--- src/rtl/psram_rd_pack.sv ---
// Packs pSRAM read-back halfwords into 32-bit words and buffers them for the video side.
// The first halfword of a pair is the low half; sync realigns a pair that was cut short.
module psram_rd_pack #(
  parameter int DEPTH         = 16,
  parameter int PROG_EMPTY_TH = 4
) (
  input  logic                     clk,
  input  logic                     reset,
  input  logic [15:0]              wdata,
  input  logic                     wen,
  input  logic                     sync,
  output logic                     wfull,
  output logic [31:0]              rdata,
  input  logic                     ren,
  output logic                     rempty,
  output logic                     prog_empty,
  output logic [$clog2(DEPTH):0]   level,
  output logic [2:0]               err,
  output logic                     dbg_half_sel
);

  localparam int AW = $clog2(DEPTH);
  localparam int LW = AW + 1;
  localparam logic [LW-1:0] FULL_LVL = LW'(DEPTH);
  localparam logic [LW-1:0] PE_TH    = LW'(PROG_EMPTY_TH);

  // Handshake: a halfword is taken on any clk edge with wen=1 and wfull=0;
  // a word is popped on any clk edge with ren=1 and rempty=0, and appears
  // on rdata one cycle later, held until the next pop.

  typedef enum logic {
    LOW  = 1'b0,
    HIGH = 1'b1
  } half_sel_e;

  half_sel_e        half_sel_q, half_sel_d;
  logic [15:0]      pack_q, pack_d;
  logic [AW-1:0]    wr_ptr_q, wr_ptr_d;
  logic [AW-1:0]    rd_ptr_q, rd_ptr_d;
  logic [LW-1:0]    level_q, level_d;
  logic             rempty_q, rempty_d;
  logic             prog_empty_q, prog_empty_d;
  logic             wfull_q, wfull_d;
  logic [31:0]      rdata_q, rdata_d;
  logic [2:0]       err_q, err_d;
  logic [31:0]      mem [DEPTH];

  logic accept;
  logic push;
  logic pop;

  always_comb begin
    accept       = wen & ~wfull_q;
    push         = accept & (half_sel_q == HIGH) & ~sync;
    // rempty_q is still set in the cycle a word first lands, so it cannot be popped yet.
    pop          = ren & ~rempty_q;

    half_sel_d   = half_sel_q;
    pack_d       = pack_q;
    wr_ptr_d     = wr_ptr_q;
    rd_ptr_d     = rd_ptr_q;
    level_d      = level_q;
    rdata_d      = rdata_q;
    err_d        = err_q;

    if (accept) begin
      if (half_sel_q == LOW || sync) begin
        pack_d     = wdata;
        half_sel_d = HIGH;
        if (half_sel_q == HIGH) begin
          err_d[2] = 1'b1;
        end
      end else begin
        half_sel_d = LOW;
        wr_ptr_d   = wr_ptr_q + AW'(1);
      end
    end

    if (wen && wfull_q) begin
      err_d[0] = 1'b1;
    end
    if (ren && rempty_q) begin
      err_d[1] = 1'b1;
    end

    if (pop) begin
      rd_ptr_d = rd_ptr_q + AW'(1);
      rdata_d  = mem[rd_ptr_q];
    end

    case ({push, pop})
      2'b10:   level_d = level_q + LW'(1);
      2'b01:   level_d = level_q - LW'(1);
      default: level_d = level_q;
    endcase

    rempty_d     = (level_d == '0);
    prog_empty_d = (level_d <= PE_TH);
    wfull_d      = (level_d == FULL_LVL);
  end

  always_ff @(posedge clk or posedge reset) begin
    if (reset) begin
      half_sel_q   <= LOW;
      pack_q       <= '0;
      wr_ptr_q     <= '0;
      rd_ptr_q     <= '0;
      level_q      <= '0;
      rempty_q     <= 1'b1;
      prog_empty_q <= 1'b1;
      wfull_q      <= 1'b0;
      rdata_q      <= '0;
      err_q        <= '0;
    end else begin
      half_sel_q   <= half_sel_d;
      pack_q       <= pack_d;
      wr_ptr_q     <= wr_ptr_d;
      rd_ptr_q     <= rd_ptr_d;
      level_q      <= level_d;
      rempty_q     <= rempty_d;
      prog_empty_q <= prog_empty_d;
      wfull_q      <= wfull_d;
      rdata_q      <= rdata_d;
      err_q        <= err_d;
    end
  end

  // Storage contents are not reset; the pointers and level define what is valid.
  always_ff @(posedge clk) begin
    if (push) begin
      mem[wr_ptr_q] <= {wdata, pack_q};
    end
  end

  assign wfull        = wfull_q;
  assign rdata        = rdata_q;
  assign rempty       = rempty_q;
  assign prog_empty   = prog_empty_q;
  assign level        = level_q;
  assign err          = err_q;
  assign dbg_half_sel = half_sel_q;

endmodule
--- config.mk ---
export PLATFORM = sky130hd
export DESIGN_NAME = psram_rd_pack
export DESIGN_NICKNAME = d
export VERILOG_FILES = /design/src/rtl/psram_rd_pack.sv
export SDC_FILE = /design/constraint.sdc
export NUM_CORES = 1
export LEC_CHECK = 0
export ABC_AREA = 0
export BUFFER_PORTS_ARGS = -buffer_cell sky130_fd_sc_hd__buf_2
export CORE_ASPECT_RATIO = 0.6
export CORE_MARGIN = 2
export CORE_UTILIZATION = 27
export CTS_BUF_LIST = sky130_fd_sc_hd__clkbuf_16
export DETAILED_ROUTE_END_ITERATION = 16
export PLACE_DENSITY = 0.48
export SETUP_SLACK_MARGIN = 0.5
export SYNTH_ARGS = -nofsm -noshare
export SYNTH_HDL_FRONTEND = slang
export SYNTH_SLANG_ARGS = --single-unit
--- constraint.sdc ---
create_clock -name clk -period 5.9 [get_ports clk]
set_clock_uncertainty 0.05 [all_clocks]
set_input_delay 1.18 -clock clk [delete_from_list [all_inputs] [get_ports clk]]
set_output_delay 1.18 -clock clk [all_outputs]
set_load 0.005 [all_outputs]
==> impl_metrics.py <==
metrics = {
    "grt": {
        "grt-busiest-layer": "met1",
        "grt_pass1_wl_um": 77830,
        "grt_max_degree": 58,
        "grt_util_met2_pct": 18.52,
        "use_met1_pct": 19.57,
        "grt_overflow": 0,
        "grtUsageTotal_pct": 12.67,
        "antenna_found_initial": 0,
        "grt_pass1_vias": 10610,
        "use_met3_pct": 2.536,
    },
    "clocking": {
        "postCtsSetupBuffers": 0,
        "cts_tree": "done",
        "cts_resized": 0,
        "cts_root_buf": "clkbuf_16",
        "cts_made_buffers": 50,
        "htree_levels": 2,
        "path_clk_slew_ns": 0.06,
        "clock_latency_ns": 0.59,
        "cts.sinks": 580,
        "clock_path_buffers": 3,
        "cts_hold_buf": 0,
    },
    "layout": {
        "stdcell_count": 2259,
        "final_cell_mix": "512 x edfxtp_1, 108 x mux4_2, 75 x mux2i_1",
        "num_antenna_cells": 0,
        "final_common_cell": "edfxtp_1",
        "drive_gt1_share_pct": 26.86,
        "fin_util_pct": 31.30,
        "fin_nets": 1171,
        "area_growth_syn_to_layout_pct": 15.06,
    },
    "power": {
        "ir_worst_vdd_mv": 0.2650,
        "total_power_w": 0.01170,
        "p_leak_nw": 8.242,
        "pwr-share-clk_pct": 28.8,
        "p_int_w": 0.008180,
        "p_switching_w": 0.003519,
        "power.density_nw_per_um2": 459.8,
        "combPwrFrac_pct": 23.2,
        "p_seq_share_pct": 48.1,
        "switching_share_pct": 30.08,
    },
    "timing": {
        "max_slew_margin_pct": 19.35,
        "hold_viol": 0,
        "slew_violations": 0,
        "fmax_mhz": 290.6,
        "rsz0062_at_grt": "false",
        "tns_ns": 0,
        "setup_violations": 0,
        "period_minus_slack_ns": 3.441,
        "hold_ws_ns": 0.4054,
        "tightestPinTransition_ns": 1.207,
        "post-route-period-util_pct": 58.32,
    },
    "synthesis": {
        "syn_inst": 1046,
        "synth_top_family_by_area": "multiplexers",
        "syn_avg_cell_area_um2": 21.14,
        "ys_ff_latch": 580,
        "synth_cell_types": 43,
        "synth-compound-area-share_pct": 2.965,
        "yosys.area_share.adder_pct": 0.4527,
        "synth_mux_area_share_pct": 15.26,
        "yosysWarnings": 0,
        "yosys.area_share.simple_pct": 1.867,
        "syn_area_um2": 22110,
        "synth_fp_nets": 1075,
        "seq_area_frac_synth_pct": 77.24,
        "synthXorXnorAreaFrac_pct": 0.4357,
    },
    "setup_path": {
        "required_ns": 6.34,
        "critPathArrivalTime_ns": 3.88,
        "crit_path_end_kind": "flop",
        "worst-setup-path-type": "input port to flop",
        "crit_path_max_fanout": 9,
        "start_kind": "input port",
    },
    "floorplan": {
        "rows": 81,
        "fp.coreArea_um2": 81280,
        "die-area_um2": 84280,
        "ios": 65,
        "fp.dieH_um": 225.7,
        "die_x_um": 373.5,
        "start_util_pct": 27.21,
    },
    "routing": {
        "vias": 10460,
        "drcViolationCount": 0,
        "wl_per_cell_um": 23.57,
        "wirelength_um": 53250,
        "ant_nets": 0,
        "drtPass1Iterations": 5,
        "routed_via_density": 4.629,
        "drt_iter0_drc": 821,
    },
    "min_path": {
        "worstHoldPathType": "flop to flop",
    },
    "placement": {
        "place_congestion": 0.7334,
        "dpl.cell_count": 2169,
        "place_hpwl_um": 30770,
        "port_buffers": 64,
    },
    "run": {
        "max_cap_violations": 0,
    },
    "status": {
        "status": "finished, final reports clean",
    },
}
[cell type report]
| class | count | area (µm²) |
|---|---|---|
| Inverter | 11 | 43.79 |
| Clock inverter | 39 | 350.3 |
| Clock buffer | 51 | 1276 |
| Tap cell | 1079 | 1350 |
| Sequential cell | 580 | 17090 |
| Timing Repair Buffer | 100 | 603.1 |
| Multi-Input combinational cell | 399 | 4730 |
| Fill cell | 7862 | 55840 |
[metrics by stage]
stage / area (µm²) / worst slack [ns]
2_1_floorplan: 22110 / 0.5268
3_3_place_gp: 23820 / 1.904
4_1_cts: 25440 / 2.466
6_report: 25440 / 2.459
3_5_place_dp: 23820 / 1.871
5_1_grt: 25440 / 2.189
[layer usage]
layer  wire, µm  vias to the layer above
met5          0                        -
met2      22890                      241
met4        671                        0
met3       2645                       61
met1      27040                     5676
li1           -                     4478
[cell usage after synthesis, drive strengths merged]
cell	instances	area, µm²
o221ai	1	8.760
nor2	34	130.1
xnor2	7	61.31
a22oi	16	120.1
o22ai	22	137.6
nor3b	3	32.53
a31o	1	8.760
a211o	1	8.760
nor3	7	35.03
buf	47	317.8
dfstp	2	52.55
or2b	1	7.510
a32oi	10	87.58
mux4	108	2432
clkbuf	9	35.03
mux2i	75	750.7
nor4	4	25.02
nand2	15	56.30
nand3	4	20.02
dfrtp	66	1652
a21o	2	15.01
a22o	1	8.760
a211oi	22	165.2
nand2b	2	12.51
o21ai	13	65.06
edfxtp	512	15370
nand4	1	6.260
mux2	17	191.4
a21oi	6	30.03
xor2	4	35.03
or2	1	6.260
nor2b	7	43.79
and2	6	37.54
ha	8	100.1
inv	11	41.29
[power groups by stage]
stage                     combinational [W]  clock (W)  sequential (W)
after CTS                           0.00278    0.00345         0.00564
final                               0.00271    0.00336         0.00562
after floorplan                     0.00212          0         0.00534
after detailed placement            0.00277          0         0.00573
after global placement              0.00277          0         0.00571
after global routing                0.00295    0.00362         0.00570
[final timing paths]
path                         from     endpoint  slack (ns)  cells past startpoint
hold reg to reg            err[0]       err[0]        0.41                      1
setup / recovery              wen        wfull        2.46                     12
setup reg to reg            wfull        wfull        2.73                     11
hold / removal             err[0]       err[0]        0.41                      1
max in group asynchronous   reset  rd_ptr_q[0]        4.05                      3
min in group asynchronous   reset    rdata[10]        0.59                      2
[cell families (layout without fill, tap and decap cells)]
group                    after synthesis  after routing
buffers and inverters                 67            201
multiplexers                         200            200
flip-flops                           580            580
AND/OR/NAND/NOR                       85             85
adder cells (fa/ha/maj)                8              8
XOR/XNOR                              11             11
AO/OA/AOI/OAI                         95             95
[worst max-delay path, stage by stage]
cell and delay, ns:
buf_2 0.08, nor2b_1 0.24, and2_1 0.37, inv_1 0.24, ha_1 0.33, xor2_1 0.19
ha_1 0.22, mux2i_1 0.20, o21ai_0 0.12, nor3b_2 0.23, xor2_1 0.26, nor3b_2 0.21
[registers in the layout, indices dropped and copies added, names as in the netlist]
| name | count |
|---|---|
| dbg_half_sel | 1 |
| err | 3 |
| level | 5 |
| mem | 512 |
| pack_q | 16 |
| prog_empty | 1 |
| rd_ptr_q | 4 |
| rdata | 32 |
| rempty | 1 |
| wfull | 1 |
| wr_ptr_q | 4 |
No activity file was read; power rests on OpenSTA's default activity.
